--- config.mk ---
export PLATFORM = sky130hd
export DESIGN_NAME = pll_ctrl_flat
export DESIGN_NICKNAME = d
export VERILOG_FILES = /design/src/rtl/pll_ctrl_if.sv /design/src/rtl/pll_ctrl.sv /design/src/flat_wrapper.sv
export SDC_FILE = /design/constraint.sdc
export NUM_CORES = 1
export LEC_CHECK = 0
export CAP_MARGIN = 20
export CORE_MARGIN = 4
export CORE_UTILIZATION = 60
export DETAILED_ROUTE_END_ITERATION = 8
export MAX_ROUTING_LAYER = met4
export PLACE_DENSITY = 0.85
export SYNTH_ARGS = -nofsm -noshare
export SYNTH_HDL_FRONTEND = slang
export SYNTH_SLANG_ARGS = --single-unit
--- constraint.sdc ---
create_clock -name clock -period 7.51 [get_ports clock]
set_input_delay 0.751 -clock clock [delete_from_list [all_inputs] [get_ports clock]]
set_output_delay 0.751 -clock clock [all_outputs]
set_load 0.02 [all_outputs]
--- src/rtl/pll_ctrl_if.sv ---
// Signal bundle between pll_ctrl and its surroundings: CSR request/response,
// PLL pins and status flags.
interface pll_ctrl_if;
  logic       io_req_valid;
  logic       io_req_ready;
  logic [7:0] io_req_mul;
  logic       io_rsp_valid;
  logic [1:0] io_rsp_err;
  logic       io_pll_bypass;
  logic [7:0] io_pll_mul;
  logic       io_pll_lock;
  logic       io_locked;
  logic       io_lock_lost;

  // Everything around the controller: CSR block plus the PLL lock pin.
  modport master (
    output io_req_valid, io_req_mul, io_pll_lock,
    input  io_req_ready, io_rsp_valid, io_rsp_err, io_pll_bypass,
    input  io_pll_mul, io_locked, io_lock_lost
  );

  // The sequencer itself.
  modport slave (
    input  io_req_valid, io_req_mul, io_pll_lock,
    output io_req_ready, io_rsp_valid, io_rsp_err, io_pll_bypass,
    output io_pll_mul, io_locked, io_lock_lost
  );
endinterface

--- src/rtl/pll_ctrl.sv ---
// PLL frequency-change sequencer: forces bypass, reprograms mul, waits for a
// stable lock with timeout, then releases bypass. Runs on the reference clock.
module pll_ctrl #(
  parameter logic [7:0]  INIT_MUL    = 8'd4,
  parameter int unsigned GUARD_CYC   = 4,
  parameter int unsigned MASK_CYC    = 4,
  parameter int unsigned STABLE_CYC  = 16,
  parameter int unsigned TIMEOUT_CYC = 1000
) (
  input logic       clock,
  input logic       reset_n,
  pll_ctrl_if.slave bus
);

  localparam int unsigned CNT_W = 16;
  localparam logic [CNT_W-1:0] GUARD_LD   = CNT_W'(GUARD_CYC - 1);
  localparam logic [CNT_W-1:0] MASK_LD    = CNT_W'(MASK_CYC - 1);
  localparam logic [CNT_W-1:0] STABLE_LD  = CNT_W'(STABLE_CYC - 1);
  localparam logic [CNT_W-1:0] TIMEOUT_LD = CNT_W'(TIMEOUT_CYC - 1);

  localparam logic [1:0] ERR_OK  = 2'd0;
  localparam logic [1:0] ERR_TMO = 2'd1;
  localparam logic [1:0] ERR_MUL = 2'd2;

  localparam logic [2:0] S_BYPASS = 3'd0;
  localparam logic [2:0] S_PROG   = 3'd1;
  localparam logic [2:0] S_MASK   = 3'd2;
  localparam logic [2:0] S_WAIT   = 3'd3;
  localparam logic [2:0] S_SETTLE = 3'd4;
  localparam logic [2:0] S_RUN    = 3'd5;
  localparam logic [2:0] S_FAIL   = 3'd6;

  logic             r_lk_meta;
  logic             r_lk;
  logic [2:0]       r_state;
  logic [CNT_W-1:0] r_cnt;
  logic [7:0]       r_pend_mul;
  logic             r_bypass;
  logic [7:0]       r_mul;
  logic             r_ready;
  logic             r_rsp_valid;
  logic [1:0]       r_rsp_err;
  logic             r_locked;
  logic             r_lock_lost;

  logic [2:0]       w_state_nx;
  logic [CNT_W-1:0] w_cnt_nx;
  logic [7:0]       w_pend_mul_nx;
  logic [7:0]       w_mul_nx;
  logic             w_rsp_valid_nx;
  logic [1:0]       w_rsp_err_nx;
  logic             w_lock_lost_nx;
  logic             w_bypass_nx;
  logic             w_ready_nx;
  logic             w_locked_nx;
  logic             w_accept;
  logic             w_cnt_zero;

  // Two-flop synchroniser for the asynchronous PLL lock pin.
  always_ff @(posedge clock or negedge reset_n) begin
    if (!reset_n) begin
      r_lk_meta <= 1'b0;
      r_lk      <= 1'b0;
    end else begin
      r_lk_meta <= bus.io_pll_lock;
      r_lk      <= r_lk_meta;
    end
  end

  // Sequencer next-state, shared counter and registered output values.
  always_comb begin
    w_state_nx     = r_state;
    w_cnt_nx       = (r_cnt != '0) ? r_cnt - CNT_W'(1) : r_cnt;
    w_pend_mul_nx  = r_pend_mul;
    w_mul_nx       = r_mul;
    w_rsp_valid_nx = 1'b0;
    w_rsp_err_nx   = r_rsp_err;
    w_lock_lost_nx = r_lock_lost;
    w_accept       = bus.io_req_valid && r_ready;
    w_cnt_zero     = (r_cnt == '0);

    case (r_state)
      S_BYPASS: begin
        if (w_cnt_zero) begin
          w_mul_nx   = r_pend_mul;
          w_state_nx = S_PROG;
        end
      end
      S_PROG: begin
        w_cnt_nx   = MASK_LD;
        w_state_nx = S_MASK;
      end
      S_MASK: begin
        // Lock is ignored here: the PLL drops it shortly after a mul change.
        if (w_cnt_zero) begin
          w_cnt_nx   = TIMEOUT_LD;
          w_state_nx = S_WAIT;
        end
      end
      S_WAIT: begin
        if (r_lk) begin
          w_cnt_nx   = STABLE_LD;
          w_state_nx = S_SETTLE;
        end else if (w_cnt_zero) begin
          w_state_nx     = S_FAIL;
          w_rsp_valid_nx = 1'b1;
          w_rsp_err_nx   = ERR_TMO;
        end
      end
      S_SETTLE: begin
        // A lock drop restarts the attempt with a full timeout window.
        if (!r_lk) begin
          w_cnt_nx   = TIMEOUT_LD;
          w_state_nx = S_WAIT;
        end else if (w_cnt_zero) begin
          w_state_nx     = S_RUN;
          w_rsp_valid_nx = 1'b1;
          w_rsp_err_nx   = ERR_OK;
        end
      end
      S_RUN, S_FAIL: begin
        // An accepted request wins over a simultaneous lock loss; a lock
        // still low is picked up on the following cycle.
        if (w_accept) begin
          if (bus.io_req_mul == 8'd0) begin
            w_rsp_valid_nx = 1'b1;
            w_rsp_err_nx   = ERR_MUL;
          end else if ((r_state == S_RUN) && (bus.io_req_mul == r_mul)) begin
            w_rsp_valid_nx = 1'b1;
            w_rsp_err_nx   = ERR_OK;
          end else begin
            w_pend_mul_nx  = bus.io_req_mul;
            w_lock_lost_nx = 1'b0;
            w_cnt_nx       = GUARD_LD;
            w_state_nx     = S_BYPASS;
          end
        end else if ((r_state == S_RUN) && !r_lk) begin
          w_lock_lost_nx = 1'b1;
          w_cnt_nx       = TIMEOUT_LD;
          w_state_nx     = S_WAIT;
        end
      end
      default: begin
        w_cnt_nx   = GUARD_LD;
        w_state_nx = S_BYPASS;
      end
    endcase

    w_bypass_nx = (w_state_nx != S_RUN);
    w_ready_nx  = (w_state_nx == S_RUN) || (w_state_nx == S_FAIL);
    w_locked_nx = (w_state_nx == S_RUN);
  end

  // State, counter and output registers; reset restarts bring-up at INIT_MUL.
  always_ff @(posedge clock or negedge reset_n) begin
    if (!reset_n) begin
      r_state     <= S_BYPASS;
      r_cnt       <= GUARD_LD;
      r_pend_mul  <= INIT_MUL;
      r_mul       <= INIT_MUL;
      r_bypass    <= 1'b1;
      r_ready     <= 1'b0;
      r_rsp_valid <= 1'b0;
      r_rsp_err   <= ERR_OK;
      r_locked    <= 1'b0;
      r_lock_lost <= 1'b0;
    end else begin
      r_state     <= w_state_nx;
      r_cnt       <= w_cnt_nx;
      r_pend_mul  <= w_pend_mul_nx;
      r_mul       <= w_mul_nx;
      r_bypass    <= w_bypass_nx;
      r_ready     <= w_ready_nx;
      r_rsp_valid <= w_rsp_valid_nx;
      r_rsp_err   <= w_rsp_err_nx;
      r_locked    <= w_locked_nx;
      r_lock_lost <= w_lock_lost_nx;
    end
  end

  assign bus.io_req_ready  = r_ready;
  assign bus.io_rsp_valid  = r_rsp_valid;
  assign bus.io_rsp_err    = r_rsp_err;
  assign bus.io_pll_bypass = r_bypass;
  assign bus.io_pll_mul    = r_mul;
  assign bus.io_locked     = r_locked;
  assign bus.io_lock_lost  = r_lock_lost;

endmodule

--- src/flat_wrapper.sv ---
// flat-port wrapper written by rule: the top's interface ports become plain ports
module pll_ctrl_flat 
#(
  parameter logic [7:0]  INIT_MUL    = 8'd4,
  parameter int unsigned GUARD_CYC   = 4,
  parameter int unsigned MASK_CYC    = 4,
  parameter int unsigned STABLE_CYC  = 16,
  parameter int unsigned TIMEOUT_CYC = 1000
)
  (clock, reset_n, bus_io_req_valid, bus_io_req_mul, bus_io_pll_lock, bus_io_req_ready, bus_io_rsp_valid, bus_io_rsp_err, bus_io_pll_bypass, bus_io_pll_mul, bus_io_locked, bus_io_lock_lost);
  pll_ctrl_if bus_i ();
  input logic clock;
  input logic reset_n;
  input wire logic [$bits(bus_i.io_req_valid)-1:0] bus_io_req_valid;
  input wire logic [$bits(bus_i.io_req_mul)-1:0] bus_io_req_mul;
  input wire logic [$bits(bus_i.io_pll_lock)-1:0] bus_io_pll_lock;
  output wire logic [$bits(bus_i.io_req_ready)-1:0] bus_io_req_ready;
  output wire logic [$bits(bus_i.io_rsp_valid)-1:0] bus_io_rsp_valid;
  output wire logic [$bits(bus_i.io_rsp_err)-1:0] bus_io_rsp_err;
  output wire logic [$bits(bus_i.io_pll_bypass)-1:0] bus_io_pll_bypass;
  output wire logic [$bits(bus_i.io_pll_mul)-1:0] bus_io_pll_mul;
  output wire logic [$bits(bus_i.io_locked)-1:0] bus_io_locked;
  output wire logic [$bits(bus_i.io_lock_lost)-1:0] bus_io_lock_lost;
  assign bus_i.io_req_valid = bus_io_req_valid;
  assign bus_i.io_req_mul = bus_io_req_mul;
  assign bus_i.io_pll_lock = bus_io_pll_lock;
  assign bus_io_req_ready = bus_i.io_req_ready;
  assign bus_io_rsp_valid = bus_i.io_rsp_valid;
  assign bus_io_rsp_err = bus_i.io_rsp_err;
  assign bus_io_pll_bypass = bus_i.io_pll_bypass;
  assign bus_io_pll_mul = bus_i.io_pll_mul;
  assign bus_io_locked = bus_i.io_locked;
  assign bus_io_lock_lost = bus_i.io_lock_lost;
  pll_ctrl #(.INIT_MUL(INIT_MUL), .GUARD_CYC(GUARD_CYC), .MASK_CYC(MASK_CYC), .STABLE_CYC(STABLE_CYC), .TIMEOUT_CYC(TIMEOUT_CYC)) u_core (.clock(clock), .reset_n(reset_n), .bus(bus_i));
endmodule
==> flow_summary.html <==
<table>
<tr><th>Metric</th><th>Value</th></tr>
<tr><th colspan="2">Run status</th></tr>
<tr><td>Result of the run</td><td>complete, no violations</td></tr>
<tr><th colspan="2">Clock tree</th></tr>
<tr><td>CTS clk-pin slew, worst paths</td><td>about 0.08 ns</td></tr>
<tr><td>Total number of clock tree sinks</td><td>44</td></tr>
<tr><td>Cts repair resizes</td><td>0</td></tr>
<tr><td>Num CTS Buffers</td><td>5</td></tr>
<tr><td>Clock Tree Buf Depth</td><td>2</td></tr>
<tr><td>Clock tree from TritonCTS</td><td>done</td></tr>
<tr><td>Setup Fix Bufs, Post-CTS</td><td>0</td></tr>
<tr><td>Clock latency on the worst-skew pair</td><td>slightly below 0.3 ns</td></tr>
<tr><td>Cell at the root of the clock tree</td><td>clkbuf_8</td></tr>
<tr><td>H-tree lvl count</td><td>2</td></tr>
<tr><td>Cts-stage hold buffer count</td><td>0</td></tr>
<tr><th colspan="2">Worst setup path</th></tr>
<tr><td>Type of origin of the critical path</td><td>flop</td></tr>
<tr><td>Crit path cell chain</td><td>or4_4, or3_4, nor3_4, inv_2, ha_1, o21ai_0, a21oi_1, or3_1</td></tr>
<tr><td>Setup slack, reg-to-reg</td><td>around 4.7 ns</td></tr>
<tr><td>Worst Path Class, Setup</td><td>reg2reg</td></tr>
<tr><td>Worst flop-to-flop path endpoint</td><td>u_core.r_cnt[0]</td></tr>
<tr><td>Crit-path slowest cell</td><td>or4_4</td></tr>
<tr><td>Launching point of the worst reg2reg path</td><td>u_core.r_cnt[7]</td></tr>
<tr><td>Crit path largest cell delay</td><td>0.57 ns</td></tr>
<tr><td>Data arrival at the endpoint of the critical path</td><td>about 3.0 ns</td></tr>
<tr><td>WP data required</td><td>slightly below 8 ns</td></tr>
<tr><td>Largest fanout of any net on the critical path</td><td>6</td></tr>
<tr><td>Register-to-Register Path Depth</td><td>8</td></tr>
<tr><td>Worst Setup End Kind</td><td>flop</td></tr>
<tr><th colspan="2">Die</th></tr>
<tr><td>Area of the core region</td><td>3690 um2</td></tr>
<tr><td>Horizontal die dimension</td><td>between 60 and 70 um</td></tr>
<tr><td>Die Height</td><td>between 60 and 70 um</td></tr>
<tr><td>Top Ports</td><td>27</td></tr>
<tr><td>Die footprint</td><td>between 4000 and 5000 um2</td></tr>
<tr><td>Initial Utilization</td><td>62.5%</td></tr>
<tr><td>Number of standard-cell rows in the floorplan</td><td>22</td></tr>
<tr><th colspan="2">Synthesis</th></tr>
<tr><td>Syn Area/Cell</td><td>10.2 um2</td></tr>
<tr><td>Part of the Yosys area used for sequential elements</td><td>about half</td></tr>
<tr><td>Predominant post-synthesis flop cell</td><td>dfrtp_1</td></tr>
<tr><td>Most used standard cell by instance count after synthesis</td><td>dfrtp_1</td></tr>
<tr><td>Net count of the mapped netlist</td><td>240</td></tr>
<tr><td>Synth cell count leaders</td><td>dfrtp_1, nor2_1, a21oi_1, mux2_2, xor2_1</td></tr>
<tr><td>Synthesized cell area</td><td>2310 um2</td></tr>
<tr><td>Post-synthesis instance total</td><td>226</td></tr>
<tr><td>Number of warnings reported in the yosys synthesis log</td><td>0</td></tr>
<tr><td>Share of the synthesized area in the top cell type</td><td>42.3%</td></tr>
<tr><td>Cell taking the most area after synthesis</td><td>dfrtp_1</td></tr>
<tr><td>EDFF count, synth</td><td>0</td></tr>
<tr><td>Count of different cell masters after synthesis</td><td>between 40 and 50</td></tr>
<tr><td>Number of synthesized register bits</td><td>44</td></tr>
<tr><td>Share of flip-flops with an asynchronous set or reset</td><td>100%</td></tr>
<tr><td>Cell types with the largest area share after synthesis</td><td>dfrtp_1, mux2_2, dfstp_2</td></tr>
<tr><th colspan="2">Global routing</th></tr>
<tr><td>Largest net degree at the start of global routing</td><td>45</td></tr>
<tr><td>Vias in the first global route</td><td>between 1,500 and 2,000</td></tr>
<tr><td>Global-route wire length before repair</td><td>slightly above 8 mm</td></tr>
<tr><td>Congestion Overflow GR</td><td>0</td></tr>
<tr><td>GRT Total Usage</td><td>21.3%</td></tr>
<tr><td>Initial antenna violation count</td><td>0</td></tr>
<tr><th colspan="2">STA</th></tr>
<tr><td>Setup WS post-layout</td><td>4.70 ns</td></tr>
<tr><td>Layout Skew</td><td>0.00420 ns</td></tr>
<tr><td>RSZ-0062 raised after global routing</td><td>false</td></tr>
<tr><td>Achievable frequency</td><td>approximately 360 MHz</td></tr>
<tr><td>Slew Viols, Final</td><td>0</td></tr>
<tr><td>Hold violation count in the final report</td><td>0</td></tr>
<tr><td>Share of the cycle needed by the critical path after routing</td><td>between 30% and 40%</td></tr>
<tr><td>Worst-Margin Slew</td><td>approximately 0.94 ns</td></tr>
<tr><td>Endpoints failing setup</td><td>0</td></tr>
<tr><td>Setup_tns</td><td>0 ns</td></tr>
<tr><td>Min Clock Period, post-route</td><td>roughly 2.8 ns</td></tr>
<tr><td>Slew headroom</td><td>approximately 37%</td></tr>
<tr><th colspan="2">Placement</th></tr>
<tr><td>Port Buf Inserts</td><td>26</td></tr>
<tr><td>Post-place setup slack</td><td>around 4.5 ns</td></tr>
<tr><td>HPWL reported at the end of detailed placement</td><td>roughly 3.4 mm</td></tr>
<tr><td>Placed Area</td><td>about 2600 um2</td></tr>
<tr><td>GP Congestion</td><td>approximately 0.9</td></tr>
<tr><th colspan="2">Drt</th></tr>
<tr><td>Avg Vias per Cell</td><td>around 6</td></tr>
<tr><td>Routed Antenna Nets</td><td>0</td></tr>
<tr><td>Routed via count</td><td>around 1,800</td></tr>
<tr><td>Total detailed-routing wirelength</td><td>4.83 mm</td></tr>
<tr><td>Average wire per standard cell</td><td>between 15 and 20 um</td></tr>
<tr><td>Final routed DRC violation total</td><td>0</td></tr>
<tr><td>Detailed-router iteration count before antenna repair</td><td>4</td></tr>
<tr><td>Number of DRC markers in iteration 0</td><td>118</td></tr>
<tr><th colspan="2">Layout</th></tr>
<tr><td>Synthesis-to-layout area growth</td><td>16.2%</td></tr>
<tr><td>Final net count</td><td>roughly 270</td></tr>
<tr><td>Layout cell share with drive strength beyond 1</td><td>between 10% and 20%</td></tr>
<tr><td>Final design area excluding fillers</td><td>2680 um2</td></tr>
<tr><td>Total inserted antenna cells</td><td>0</td></tr>
<tr><th colspan="2">Flow run</th></tr>
<tr><td>Max capacitance violation total</td><td>0</td></tr>
<tr><th colspan="2">Hold path</th></tr>
<tr><td>Sink of the worst hold path</td><td>u_core.r_lk</td></tr>
<tr><td>Number of stages on the worst hold path</td><td>0</td></tr>
<tr><td>Class of the tightest hold or removal check</td><td>reg2reg</td></tr>
<tr><td>Worst min-delay path startpoint</td><td>u_core.r_lk_meta</td></tr>
<tr><th colspan="2">Power and ir drop</th></tr>
<tr><td>Tot Pwr</td><td>roughly 0.00039 W</td></tr>
<tr><td>Leakage</td><td>1.17 nW</td></tr>
<tr><td>Total power divided by cell area</td><td>around 150 nW/um2</td></tr>
<tr><td>Worst VDD drop</td><td>~0.13 mV</td></tr>
</table>
-- area by class of cell --
| cell class | instances | area (um2) |
|---|---|---|
| Clock buffer | 6 | 72.6 |
| Clock inverter | 1 | 5.00 |
| Fill cell | 276 | 1010 |
| Inverter | 7 | 26.3 |
| Multi-Input combinational cell | 170 | 1150 |
| Sequential cell | 44 | 1110 |
| Tap cell | 48 | 60.1 |
| Timing Repair Buffer | 26 | 255 |
-- sequential cells by signal, summed over array words and instances (netlist names), 2 cells and up --
signal / flops
u_core.bus.io_pll_mul: 8
u_core.bus.io_rsp_err: 2
u_core.r_cnt: 16
u_core.r_pend_mul: 8
u_core.r_state: 3
-- through the flow --
step	std cells	hold WS, ns	util, %
2_1_floorplan	226	0.331	-
3_3_place_gp	295	0.334	70.6
3_5_place_dp	295	0.341	70.6
4_1_cts	302	0.360	72.7
5_1_grt	302	0.373	72.7
6_report	302	0.358	72.7
-- placed cells by master (no fill, tap or decap), types with 2 or more instances in the layout --
cell type,n
a21oi_1,17
clkdlybuf4s50_1,25
o31ai_1,2
nand2b_1,6
mux2_2,16
a21o_1,4
inv_1,6
ha_1,2
nand4_1,2
or4_1,2
xnor2_1,6
dfstp_2,5
xor2_1,14
nor3_1,7
and2_1,2
nor2b_1,2
a211o_1,2
nand2_1,13
dfrtp_1,39
and3_1,2
o21ai_0,8
or2_2,3
o22ai_1,2
nor4_1,6
nand3_1,2
clkbuf_8,5
a211oi_1,3
a31oi_1,3
or3_1,4
nor2_1,23
-- critical path, delay by kind of cell, from the launching register on --
family	cells	cell delay (ns)
compound gates	2	0.28
fa+ha+maj	1	0.32
buf+inv	1	0.10
flops	1	0.44
simple gates	4	1.58
-- routing by layer --
layer  global-route usage, %  share of wire [%]
met1                    27.3                 44
met2                    33.6                 49
met3                    3.17                4.7
met4                    9.57                2.1
met5                       -                  0
-- power breakdown --
group	total [W]	internal (W)	leakage, nW	switching, W
Combinational	0.0000147	0.00000618	0.570	0.00000852
Sequential	0.000238	0.000237	0.556	0.000000642
Clock	0.000137	0.0000632	0.0410	0.0000739
Total	0.000390	0.000307	1.17	0.0000831
-- kinds of logic (layout without fill, tap and decap cells) --
logic type | after synthesis | count (layout) | synth area share [%]
xor+xnor | 20 | 20 | 7.60
fa+ha+maj | 2 | 2 | 1.09
compound gates | 52 | 52 | 15.0
simple gates | 79 | 79 | 18.1
mux | 17 | 17 | 8.25
buf+inv | 12 | 40 | 1.95
flops | 44 | 44 | 48.0
-- how the worst max path moves through the flow --
| stage | from | end | depth (start not counted) |
|---|---|---|---|
| 2_1_floorplan | u_core.r_cnt[7] | u_core.r_cnt[0] | 8 |
| 3_3_place_gp | bus_io_req_mul[2] | u_core.r_pend_mul[4] | 7 |
| 3_5_place_dp | bus_io_req_mul[2] | u_core.r_pend_mul[0] | 7 |
| 4_1_cts | u_core.r_cnt[7] | u_core.r_cnt[0] | 8 |
| 5_1_grt | u_core.r_cnt[7] | u_core.r_cnt[0] | 8 |
| 6_report | u_core.r_cnt[7] | u_core.r_cnt[0] | 8 |
Power figures use the tool's default switching activity.
